`config.mk`:
```
export PLATFORM = sky130hd
export DESIGN_NAME = fifo_tx_unpack_flat
export DESIGN_NICKNAME = d
export VERILOG_FILES = /design/src/rtl/fifo_tx_unpack_if.sv /design/src/rtl/fifo_tx_unpack.sv /design/src/flat_wrapper.sv
export SDC_FILE = /design/constraint.sdc
export NUM_CORES = 1
export LEC_CHECK = 0
export CORE_ASPECT_RATIO = 1.5
export CORE_UTILIZATION = 55
export CTS_CLUSTER_SIZE = 40
export DETAILED_ROUTE_END_ITERATION = 7
export HOLD_SLACK_MARGIN = 0.03
export PLACE_DENSITY = 0.73
export SLEW_MARGIN = 20
export SYNTH_ARGS = -nofsm -noshare
export SYNTH_HDL_FRONTEND = slang
export SYNTH_SLANG_ARGS = --single-unit
```
`constraint.sdc`:
```
create_clock -name clk -period 5 [get_ports clk]
set_clock_uncertainty 0.2 [all_clocks]
set_input_delay 1 -clock clk [delete_from_list [all_inputs] [get_ports clk]]
set_output_delay 1 -clock clk [all_outputs]
set_load 0.005 [all_outputs]
```
`src/rtl/fifo_tx_unpack_if.sv`:
```
// fifo_tx_unpack_if: write-side and byte-stream signals of the QSPI TX data path.
// slave is the data path's view, master is the driver/consumer view.
interface fifo_tx_unpack_if #(
    parameter int DEPTH = 16
);
    localparam int LW = $clog2(DEPTH) + 1;

    // Control and FIFO write side
    logic          flush_i;
    logic          wr_en_i;
    logic [31:0]   wr_data_i;
    logic          full_o;
    logic          empty_o;
    logic [LW-1:0] level_o;
    logic          wr_ovf_o;

    // Transfer control and byte stream towards the shift engine
    logic          start_i;
    logic [15:0]   len_i;
    logic          byte_valid_o;
    logic [7:0]    byte_data_o;
    logic          byte_ready_i;
    logic          busy_o;
    logic          done_o;
    logic          stall_o;

    modport slave (
        input  flush_i, wr_en_i, wr_data_i, start_i, len_i, byte_ready_i,
        output full_o, empty_o, level_o, wr_ovf_o,
               byte_valid_o, byte_data_o, busy_o, done_o, stall_o
    );

    modport master (
        output flush_i, wr_en_i, wr_data_i, start_i, len_i, byte_ready_i,
        input  full_o, empty_o, level_o, wr_ovf_o,
               byte_valid_o, byte_data_o, busy_o, done_o, stall_o
    );
endinterface

```
`src/rtl/fifo_tx_unpack.sv`:
```
// fifo_tx_unpack: 32-bit word TX FIFO followed by a byte unpacker that feeds
// the QSPI shift engine over valid/ready. Transfer length is in bytes; unused
// bytes of the last word are dropped.
// Optional feature: define QSPI_TX_PREFETCH_EN to add a one-word hold register
// that removes the LOAD bubble at word boundaries.
// DEPTH must match the DEPTH of the connected fifo_tx_unpack_if.
module fifo_tx_unpack #(
    parameter int DEPTH     = 16,
    parameter bit MSB_FIRST = 1'b0
) (
    input  logic            clk,
    input  logic            rst,
    fifo_tx_unpack_if.slave bus
);
    localparam int AW = $clog2(DEPTH);
    localparam int CW = AW + 1;

    typedef enum logic [1:0] {
        ST_IDLE,
        ST_LOAD,
        ST_SHIFT,
        ST_DONE
    } state_t;

    state_t        state_q, state_d;

    logic [31:0]   mem [DEPTH];
    logic [AW-1:0] wr_ptr_q, rd_ptr_q;
    logic [CW-1:0] count_q;
    logic          wr_ovf_q;

    logic [15:0]   rem_q;
    logic [1:0]    idx_q;
    logic [31:0]   shreg_q;

    logic          full, empty, wr_acc, accept;
    logic          pop_load, pop_any;
    logic [31:0]   head;
    logic [1:0]    byte_sel;

`ifdef QSPI_TX_PREFETCH_EN
    logic [31:0]   hold_q;
    logic          hold_vld_q;
    logic          pop_hold, ld_hold;
    logic [15:0]   word_bytes_left;
    assign word_bytes_left = 16'd4 - {14'd0, idx_q};
`endif

    assign full    = (count_q == CW'(DEPTH));
    assign empty   = (count_q == '0);
    assign head    = mem[rd_ptr_q];
    assign wr_acc  = bus.wr_en_i && !full && !bus.flush_i && !rst;
    assign accept  = (state_q == ST_SHIFT) && bus.byte_ready_i;
`ifdef QSPI_TX_PREFETCH_EN
    assign pop_any = pop_load || pop_hold;
`else
    assign pop_any = pop_load;
`endif

    // Word storage write port
    // NOTE: storage array has no reset; only pointers/count define its contents.
    always_ff @(posedge clk) begin
        if (wr_acc) mem[wr_ptr_q] <= bus.wr_data_i;
    end

    // FIFO pointers, occupancy and sticky overflow flag
    // NOTE: state registers use <= so every flop samples pre-edge values.
    always_ff @(posedge clk) begin
        if (rst || bus.flush_i) begin
            wr_ptr_q <= '0;
            rd_ptr_q <= '0;
            count_q  <= '0;
            wr_ovf_q <= 1'b0;
        end else begin
            if (wr_acc)  wr_ptr_q <= wr_ptr_q + 1'b1;
            if (pop_any) rd_ptr_q <= rd_ptr_q + 1'b1;
            count_q <= count_q + CW'(wr_acc) - CW'(pop_any);
            if (bus.wr_en_i && full) wr_ovf_q <= 1'b1;
        end
    end

    // Next-state and pop decisions of the unpacker
    // NOTE: every output of this block gets a default first, so no latches.
    always_comb begin
        state_d  = state_q;
        pop_load = 1'b0;
`ifdef QSPI_TX_PREFETCH_EN
        pop_hold = 1'b0;
        ld_hold  = 1'b0;
`endif
        unique case (state_q)
            ST_IDLE: begin
                if (bus.start_i) state_d = (bus.len_i == 16'd0) ? ST_DONE : ST_LOAD;
            end
            ST_LOAD: begin
                if (!empty) begin
                    pop_load = 1'b1;
                    state_d  = ST_SHIFT;
                end
            end
            ST_SHIFT: begin
                if (bus.byte_ready_i) begin
                    if (rem_q == 16'd1) begin
                        state_d = ST_DONE;
                    end else if (idx_q == 2'd3) begin
`ifdef QSPI_TX_PREFETCH_EN
                        if (hold_vld_q) ld_hold = 1'b1;
                        else            state_d = ST_LOAD;
`else
                        state_d = ST_LOAD;
`endif
                    end
                end
`ifdef QSPI_TX_PREFETCH_EN
                // Fetch ahead only if the transfer extends past the current word;
                // the word boundary itself is left to the LOAD fallback.
                if (!hold_vld_q && !empty && (rem_q > word_bytes_left) &&
                    !(bus.byte_ready_i && idx_q == 2'd3))
                    pop_hold = 1'b1;
`endif
            end
            ST_DONE: state_d = ST_IDLE;
            default: state_d = ST_IDLE;
        endcase
    end

    // State, remaining count, byte index and shift register
    always_ff @(posedge clk) begin
        if (rst || bus.flush_i) begin
            state_q <= ST_IDLE;
            rem_q   <= '0;
            idx_q   <= '0;
            shreg_q <= '0;
        end else begin
            state_q <= state_d;
            if (state_q == ST_IDLE && bus.start_i) rem_q <= bus.len_i;
            if (accept) begin
                rem_q <= rem_q - 16'd1;
                idx_q <= idx_q + 2'd1;
            end
            if (pop_load) begin
                shreg_q <= head;
                idx_q   <= '0;
            end
`ifdef QSPI_TX_PREFETCH_EN
            else if (ld_hold) begin
                shreg_q <= hold_q;
            end
`endif
        end
    end

`ifdef QSPI_TX_PREFETCH_EN
    // Prefetch hold register: filled during SHIFT, emptied into the shift register
    always_ff @(posedge clk) begin
        if (rst || bus.flush_i || state_q == ST_DONE) begin
            hold_q     <= '0;
            hold_vld_q <= 1'b0;
        end else if (pop_hold) begin
            hold_q     <= head;
            hold_vld_q <= 1'b1;
        end else if (ld_hold) begin
            hold_vld_q <= 1'b0;
        end
    end
`endif

    // Byte lane selection according to byte order
    always_comb begin
        byte_sel = MSB_FIRST ? (2'd3 - idx_q) : idx_q;
    end

    assign bus.byte_data_o  = shreg_q[{byte_sel, 3'b000} +: 8];
    assign bus.byte_valid_o = (state_q == ST_SHIFT);
    assign bus.busy_o       = (state_q != ST_IDLE);
    assign bus.done_o       = (state_q == ST_DONE);
    assign bus.stall_o      = (state_q == ST_LOAD) && empty;
    assign bus.full_o       = full;
    assign bus.empty_o      = empty;
    assign bus.level_o      = count_q;
    assign bus.wr_ovf_o     = wr_ovf_q;
endmodule
```
`src/flat_wrapper.sv`:
```
// flat-port wrapper written by rule: the top's interface ports become plain ports
module fifo_tx_unpack_flat 
#(
    parameter int DEPTH     = 16,
    parameter bit MSB_FIRST = 1'b0
)
  (clk, rst, bus_flush_i, bus_wr_en_i, bus_wr_data_i, bus_start_i, bus_len_i, bus_byte_ready_i, bus_full_o, bus_empty_o, bus_level_o, bus_wr_ovf_o, bus_byte_valid_o, bus_byte_data_o, bus_busy_o, bus_done_o, bus_stall_o);
  fifo_tx_unpack_if #(.DEPTH(DEPTH)) bus_i ();
  input  logic clk;
  input  logic rst;
  input wire logic [$bits(bus_i.flush_i)-1:0] bus_flush_i;
  input wire logic [$bits(bus_i.wr_en_i)-1:0] bus_wr_en_i;
  input wire logic [$bits(bus_i.wr_data_i)-1:0] bus_wr_data_i;
  input wire logic [$bits(bus_i.start_i)-1:0] bus_start_i;
  input wire logic [$bits(bus_i.len_i)-1:0] bus_len_i;
  input wire logic [$bits(bus_i.byte_ready_i)-1:0] bus_byte_ready_i;
  output wire logic [$bits(bus_i.full_o)-1:0] bus_full_o;
  output wire logic [$bits(bus_i.empty_o)-1:0] bus_empty_o;
  output wire logic [$bits(bus_i.level_o)-1:0] bus_level_o;
  output wire logic [$bits(bus_i.wr_ovf_o)-1:0] bus_wr_ovf_o;
  output wire logic [$bits(bus_i.byte_valid_o)-1:0] bus_byte_valid_o;
  output wire logic [$bits(bus_i.byte_data_o)-1:0] bus_byte_data_o;
  output wire logic [$bits(bus_i.busy_o)-1:0] bus_busy_o;
  output wire logic [$bits(bus_i.done_o)-1:0] bus_done_o;
  output wire logic [$bits(bus_i.stall_o)-1:0] bus_stall_o;
  assign bus_i.flush_i = bus_flush_i;
  assign bus_i.wr_en_i = bus_wr_en_i;
  assign bus_i.wr_data_i = bus_wr_data_i;
  assign bus_i.start_i = bus_start_i;
  assign bus_i.len_i = bus_len_i;
  assign bus_i.byte_ready_i = bus_byte_ready_i;
  assign bus_full_o = bus_i.full_o;
  assign bus_empty_o = bus_i.empty_o;
  assign bus_level_o = bus_i.level_o;
  assign bus_wr_ovf_o = bus_i.wr_ovf_o;
  assign bus_byte_valid_o = bus_i.byte_valid_o;
  assign bus_byte_data_o = bus_i.byte_data_o;
  assign bus_busy_o = bus_i.busy_o;
  assign bus_done_o = bus_i.done_o;
  assign bus_stall_o = bus_i.stall_o;
  fifo_tx_unpack #(.DEPTH(DEPTH), .MSB_FIRST(MSB_FIRST)) u_core (.clk(clk), .rst(rst), .bus(bus_i));
endmodule
```
# Word level (Yosys, flattened, before mapping)
# Memory sizes are Yosys's and may differ from the RTL's. A register that Yosys moved wholly into a read port is not among the register bits.
# Cells that the tools add are included.
[word_totals]
reg_bits = 34
ramBits = 512
inputBits = 54
out_inout_bits = 20
wordCells = 56
mem_count = 1
[classes]
addsub = 6
n_eq_ne = 10
n_shift = 1
mux = 13
n_reduce_logical = 18
[mem_list]
columns = ["memory", "words", "width", "rd", "rd_ports_with_merged_regs", "wr", "line_no", "rtl"]
rows = [
  ["u_core.mem", 16, 32, 1, 1, 1, "fifo_tx_unpack.sv:27", "logic [31:0] mem [DEPTH];"],
]
[ops]
columns = ["op", "count"]
rows = [
  ["$mux W16", 2],
  ["$shiftx A32 B6 Y8", 1],
  ["$eq A16 B1 Y1 const B", 1],
  ["$logic_not A16 Y1", 1],
  ["$sub A16 B1 Y16 const B", 1],
  ["$mux W2", 6],
  ["$add A4 B1 Y4 const B", 2],
  ["$pmux W2 S4", 1],
  ["$logic_and A1 B1 Y1", 7],
  ["$eq A2 B2 Y1 const B", 3],
  ["$ne A2 B2 Y1 const B", 3],
  ["$add A5 B1 Y5", 1],
  ["$eq A5 B5 Y1 const B", 1],
  ["$logic_not A5 Y1", 1],
  ["$sub A5 B1 Y5", 1],
  ["$mux W1", 4],
  ["$reduce_and A4 Y1", 1],
  ["$reduce_bool A2 Y1", 2],
  ["$logic_not A1 Y1", 3],
  ["$ne A3 B1 Y1 const B", 1],
  ["$add A2 B1 Y2 const B", 1],
  ["$eq A2 B1 Y1 const B", 1],
  ["$logic_not A2 Y1", 1],
  ["$reduce_or A2 Y1", 1],
  ["$logic_or A1 B1 Y1", 1],
]

# Logic depth before layout (Yosys ltp)
# Gate-level depths: netlist of run 1.
[logic_depth]
word_depth = 7
depth_mapped = 13
depth_no_buf = 13

# Worst setup path after synthesis of run 1
# OpenSTA, ideal clock, no wires.
[synth_path]
path_type = "input -> register"
startpoint = "in bus_flush_i"
endpoint = "mem u_core.mem[0][0] (enable)"
setup_time_ps = 461
t_arrival_ps = 4027
t_required_ps = 4339
setup_slack_ps = 312
cell_stages = 5
path_buffers = 1
cell_sequence = "or2_0 -> clkbuf_1 -> nor3_1 -> nand2_1 -> nor3_1"
[synth_between]
elab_chain_cells = 5
[synth_rtl]
columns = ["item", "line_no", "rtl"]
rows = [
  ["start: declaration", "flat_wrapper.sv:11", "input wire logic [$bits(bus_i.flush_i)-1:0] bus_flush_i;"],
  ["$logic_not A1 Y1", "fifo_tx_unpack.sv:52", "assign wr_acc = bus.wr_en_i && !full && !bus.flush_i && !rst;"],
  ["$logic_and A1 B1 Y1 (2 in a row)", "fifo_tx_unpack.sv:52", ""],
  ["$mux W1", "fifo_tx_unpack.sv:63", "if (wr_acc) mem[wr_ptr_q] <= bus.wr_data_i;"],
  ["$mux W1 (implied by the code)", "fifo_tx_unpack.sv:63", ""],
  ["end: declaration", "fifo_tx_unpack.sv:27", ""],
]
# Every way passes these cells.

# Worst setup path after layout of run 1
[layout_path]
startpoint = "reg u_core.idx_q[0], in the netlist u_core.byte_sel[0]"
endpoint = "out bus_byte_data_o[3]"
[layout_between]
elab_chain_cells = 1
[layout_rtl]
columns = ["item", "line_no", "rtl"]
rows = [
  ["start: declaration", "fifo_tx_unpack.sv:33", "logic [1:0] idx_q;"],
  ["start signal: assignment", "fifo_tx_unpack.sv:139", "idx_q <= idx_q + 2'd1;"],
  ["$shiftx A32 B6 Y8", "fifo_tx_unpack.sv:173", "assign bus.byte_data_o = shreg_q[{byte_sel, 3'b000} +: 8];"],
  ["end: declaration", "flat_wrapper.sv:22", "output wire logic [$bits(bus_i.byte_data_o)-1:0] bus_byte_data_o;"],
]
# Every way passes these cells.

==> impl_metrics.tcl, run 1 <==
set metrics [dict create \
    irDropWorstVdd_uv 306 \
    die_x_um 168 \
    clk-insertion-delay-late_ns 0.59 \
    first_iter_violations 991 \
    post_cts_resized 0 \
    cts-hold-fix-buffers 0 \
    place.gp.congestion 0.863 \
    numCtsBuffers 49 \
    num_rows 90 \
    r2r_start "u_core.bus.level_o[2]" \
    io_pins 74 \
    powerDensity_nw_per_um2 358 \
    first_pass_iters 5 \
    postSynth.asyncResetShare_pct 0 \
    path_clk_slew_ns 0.07 \
    ys.flop_type "edfxtp_1" \
    totalPowerFinal_uw 9160 \
    cp.required_ns 3.80 \
    cts_buffer_depth 3 \
    htree_num_levels 2 \
    utilization_pct 63.4 \
    antenna_found_initial 0 \
    timing.fmax_mhz 274 \
    slowest_stage "dfxtp_1" \
    cp-end-kind "output pin" \
    final_cell_mix "edfxtp_1, mux4_2, clkdlybuf4s50_1, mux2i_1, dfxtp_1" \
    layout.nets 1300 \
    hold_slack_ns 0.279 \
    ff2ff_path_depth 13 \
    layout_commonest_cell "edfxtp_1" \
    synth_top_family_by_area "multiplexers" \
    netlist_area_um2 22600 \
    port_buffers 73 \
    synthSimpleGateAreaFrac_pct 3.16 \
    tightest_slew_ns 0.958 \
    gr-usage-all-layers_pct 23.1 \
    slew_headroom_pct 36.2 \
    die_h_um 250 \
    area_delta_synth_final_pct 13.2 \
    syn-num-nets 1206 \
    yosysSeqAreaShare_pct 73.8 \
    route.detailed.drc 0 \
    drive_gt1_share_pct 21.3 \
    grt_first_pass_wirelength_mm 71.6 \
    synth-edff-count 512 \
    r2r_setup_slack_ns 1.79 \
    worstPathMaxFanout 10 \
    via_per_inst 6.26 \
    synth.area.mux_share_pct 16.6 \
    crit_chain "mux4_2 > clkdlybuf4s50_1" \
    synth.distinct_cells 62 \
    critPathLaunch "u_core.byte_sel[0]" \
    synth-seq-cells 578 \
    critPathKind "reg -> out" \
    final.setup.tns_ns 0 \
    nFillCells 2663 \
    initial_utilization_pct 56.0 \
    arrival_ns 2.45 \
    cts_setup_buffers 0 \
    grt_max_degree 63 \
    cap_violations 0 \
    synth_xor_area_share_pct 0.426 \
    place_hpwl_mm 28.1 \
    startpoint_type "register" \
    syn_inst 1137 \
    synth_compound_area_share_pct 3.64 \
    grt_pass1_vias 11680 \
    vias 11130 \
    stdcell_area_um2 25600 \
    period_share_pct 73.0 \
    min_period_ns 3.65 \
    status "finished, final reports clean" \
    cts_tree "yes" \
    slew_viol_final 0 \
    power.static_leakage_uw 0.00782 \
    yosys_warnings 0 \
    place_area_um2 24100 \
    die_area_um2 42000 \
    hold_violations 0 \
    core_area_um2 40400 \
    critPathCapture "bus_byte_data_o[3]" \
    gr-total-overflow 0 \
    rsz0062_at_grt "no" \
    r2r_end "u_core.bus.level_o[4]" \
    clock_sinks 578 \
    wire_per_inst_um 26.4 \
    diodes 0 \
    syn-mean-instance-area_um2 19.9 \
    setup_violations 0 \
    synth_fa_ha_area_share_pct 0.862 \
    detail_route.wirelength_mm 46.9 \
    cpPeakStageDelay_ns 0.75 \
    ctsRootBufferMaster "clkbuf_16" \
    hp-class "reg -> reg" \
    ant_nets 0 \
]
## how the worst min path moves through the flow
stage | to | slack, ns | depth (start not counted) | from
floorplan | u_core.shreg_q[30] | 0.23 | 2 | u_core.shreg_q[30]
global placement | u_core.shreg_q[0] | 0.26 | 2 | u_core.shreg_q[0]
detailed placement | u_core.bus.wr_ovf_o | 0.26 | 2 | u_core.bus.wr_ovf_o
CTS | u_core.shreg_q[31] | 0.28 | 2 | u_core.shreg_q[31]
global route | u_core.shreg_q[27] | 0.31 | 2 | u_core.shreg_q[27]
finish | u_core.shreg_q[31] | 0.28 | 2 | u_core.shreg_q[31]
## layout make-up
cell class	count	area (µm²)	area share, %
flip-flops and latches	578	16700	65.2
multi-input cells	482	5690	22.2
clock buffers	69	1380	5.40
repair buffers	105	1010	3.94
well taps	506	633	2.47
clock inverters	23	139	0.542
inverters	15	61.3	0.239
## state kept, by name (all words and copies together), names as in the netlist
name	count
u_core.shreg_q	32
u_core.bus.level_o	5
u_core.rd_ptr_q	4
u_core.wr_ptr_q	4
u_core.byte_sel	2
u_core.bus.wr_ovf_o	1
u_core.state_q	2
u_core.rem_q	16
u_core.mem	512
## power by group
| part | total, µW | switching [µW] | internal, µW |
|---|---|---|---|
| clock | 3630 | 1650 | 1990 |
| sequential | 5280 | 17.2 | 5260 |
| combinational | 248 | 151 | 96.7 |
| total | 9160 | 1810 | 7350 |
## through the flow
step                worst slack, ns  cells
global route                   1.24   1778
finish                         1.35   1778
CTS                            1.28   1778
global placement               1.16   1686
floorplan                     0.312   1137
detailed placement             1.09   1686
## cells by family after synthesis
logic type                 Yosys count
adders and majority gates           15
and+or+nand+nor                    130
AOI/OAI and AO/OA                  122
xor gates and xnor gates            11
DFF                                578
muxes                              204
buffers and inverters               77
## synth_stat cells (all sizes together), types with 2 or more instances
master	number	area [µm²]
a31oi	4	25.0
edfxtp	512	15400
nor2	37	146
mux2	2	22.5
o21ai	45	225
or2	3	18.8
mux2i	66	661
a22oi	4	30.0
and2	3	18.8
nand3b	2	15.0
o31a	3	26.3
xor2	3	26.3
a21o	3	22.5
nand2	19	73.8
clkbuf	23	87.6
buf	39	213
xnor2	8	70.1
a211oi	2	15.0
nor4b	2	32.5
nor3	16	80.1
or3	5	31.3
o211ai	3	22.5
ha	14	175
or4	3	22.5
nand2b	6	37.5
nand4	7	43.8
inv	14	52.6
mux4	136	3060
nor3b	2	15.0
a21oi	15	78.8
and3	2	12.5
o2bb2a	2	20.0
nor4	6	50.0
nand3	9	45.0
nor2b	3	18.8
dfxtp	66	1320
a2bb2oi	32	280
a211o	2	17.5
## routing by layer
layer / GRT usage [%] / up-vias / part of all wire (%)
li1: - / 4872 / -
met4: 9.07 / 0 / 3.5
met1: 28.6 / 5830 / 39
met5: 0 / - / 0
met3: 2.97 / 82 / 4.4
met2: 41.3 / 346 / 54
## critical path: cells and delay by family, from the launching register on
kind,cells,cell delay [ns]
muxes,1,0.65
buffers and inverters,1,0.48
DFF,1,0.75
(Power assumes the default switching activity.)
==> run 2: changes to the inputs <==
- PLACE_DENSITY: 0.73 -> 0.76
- clock period: 5 -> 3.2 ns (I/O delays scaled with it)
==> impl_metrics.tcl, run 2 (synthesized netlist as in run 1, its figures left out) <==
set metrics [dict create \
    cts_tree "yes" \
    tightest_slew_ns 0.800 \
    first_iter_violations 1102 \
    final_cell_mix "edfxtp_1, mux4_2, clkdlybuf4s50_1, mux2i_1, dfxtp_1" \
    cap_violations 0 \
    numCtsBuffers 51 \
    grt_max_degree 43 \
    place_hpwl_mm 30.5 \
    place.gp.congestion 0.900 \
    path_clk_slew_ns 0.07 \
    crit_chain "buf_4 > mux4_2 > clkdlybuf4s50_1" \
    layout_commonest_cell "edfxtp_1" \
    gr-usage-all-layers_pct 24.2 \
    ctsRootBufferMaster "clkbuf_16" \
    diodes 0 \
    slew_viol_final 0 \
    port_buffers 73 \
    slowest_stage "mux4_2" \
    regArea_um2 16700 \
    multiInputGateArea_um2 5720 \
    arrival_ns 2.22 \
    critPathKind "reg -> out" \
    area_delta_synth_final_pct 16.2 \
    hp-class "reg -> reg" \
    num_rows 90 \
    path_buf_inv 2 \
    cts_setup_buffers 0 \
    crit_family "buffers and inverters" \
    cp.required_ns 2.36 \
    htree_num_levels 2 \
    detail_route.wirelength_mm 49.0 \
    cts_buffer_depth 3 \
    first_pass_iters 5 \
    irDropWorstVdd_uv 678 \
    gr-total-overflow 0 \
    ant_nets 0 \
    regMostFlops "u_core.mem" \
    antenna_found_initial 0 \
    worst_slack_ns 0.145 \
    initial_utilization_pct 56.0 \
    grt_first_pass_wirelength_mm 74.3 \
    startpoint_type "register" \
    slew_headroom_pct 46.5 \
    clk-insertion-delay-late_ns 0.58 \
    largest_reg_flops 512 \
    grt_pass1_vias 12082 \
    wire_per_inst_um 27.0 \
    layout.nets 1336 \
    timing.fmax_mhz 327 \
    period_share_pct 95.5 \
    powerDensity_nw_per_um2 551 \
    via_per_inst 6.33 \
    hold_violations 0 \
    clock_sinks 578 \
    cpPeakStageDelay_ns 0.59 \
    die_h_um 250 \
    final.setup.tns_ns 0 \
    nFillCells 2567 \
    io_pins 74 \
    setup_violations 0 \
    cp-end-kind "output pin" \
    min_period_ns 3.06 \
    rsz0062_at_grt "no" \
    die_x_um 168 \
    worstPathMaxFanout 10 \
    totalPowerFinal_uw 14500 \
    post-place-ws_ns 0.0962 \
    status "finished, final reports clean" \
    vias 11478 \
    route.detailed.drc 0 \
    drive_gt1_share_pct 23.4 \
    power.static_leakage_uw 0.00807 \
    die_area_um2 42000 \
    core_area_um2 40400 \
    reg_top3 "u_core.mem x512, u_core.shreg_q x32, u_core.rem_q x16" \
    hold_slack_ns 0.271 \
]
==> run 2: changes by cell type in the layout (fill, tap and decap cells not counted), sizes merged <==
cell           previous run  this run
buf                      32        66
clkdlybuf4s50            73        71
bufinv                    1         2
clkinv                   21        16
dlygate4sd2               0         2
clkinvlp                  1         2
clkbuf                   69        74
==> run 2: area by class of cell <==
class | instances | area share (%)
repair buffers | 139 | 6.05
flip-flops and latches | 578 | 63.5
multi-input cells | 482 | 21.8
clock buffers | 74 | 5.41
inverters | 15 | 0.233
clock inverters | 20 | 0.623
well taps | 506 | 2.41
==> run 2: worst register-to-register path: cells and delay by family (launching register included) <==
kind                       cells  cell delay (ns)
adders and majority gates      4             0.99
AOI/OAI and AO/OA              2             0.29
DFF                            1             0.33
and+or+nand+nor                4             0.95
buffers and inverters          3             0.19
==> run 2: repair_timing <==
item / in CTS / in global routing
setup endpoints to repair: 2 / 1
pin swaps: 0 / 1
hold buffers: 0 / 0
gates resized for setup: 4 / 1
gates cloned: 0 / 0
==> run 2: worst paths after layout <==
kind | startpoint | end | slack (ns) | cells past startpoint
worst min register to register | u_core.bus.wr_ovf_o | u_core.bus.wr_ovf_o | 0.27 | 2
worst max-delay path | u_core.byte_sel[0] | bus_byte_data_o[5] | 0.14 | 3
worst max register to register | u_core.bus.level_o[3] | u_core.bus.level_o[4] | 0.17 | 13
worst min-delay path | u_core.bus.wr_ovf_o | u_core.bus.wr_ovf_o | 0.27 | 2
==> run 2: where the power goes <==
| group | leakage (µW) | switching (µW) | internal [µW] |
|---|---|---|---|
| clock | 0.000774 | 2580 | 3260 |
| sequential | 0.00514 | 20.9 | 8230 |
| combinational | 0.00215 | 248 | 164 |
==> run 2: routing by layer <==
layer / GRT usage [%] / vias to the layer above / share of wire, %
met4: 9.44 / 0 / 3.1
met3: 3.21 / 102 / 5.6
met5: 0 / - / 0
li1: - / 4946 / -
met1: 31.2 / 5987 / 39
met2: 42.0 / 443 / 52
==> run 2: per-stage QoR <==
stage               area, µm²  instances  util, %
floorplan               22700       1137        -
global placement        24700       1720     61.1
detailed placement      24700       1720     61.1
CTS                     26300       1814     65.1
global route            26300       1814     65.1
finish                  26300       1814     65.1
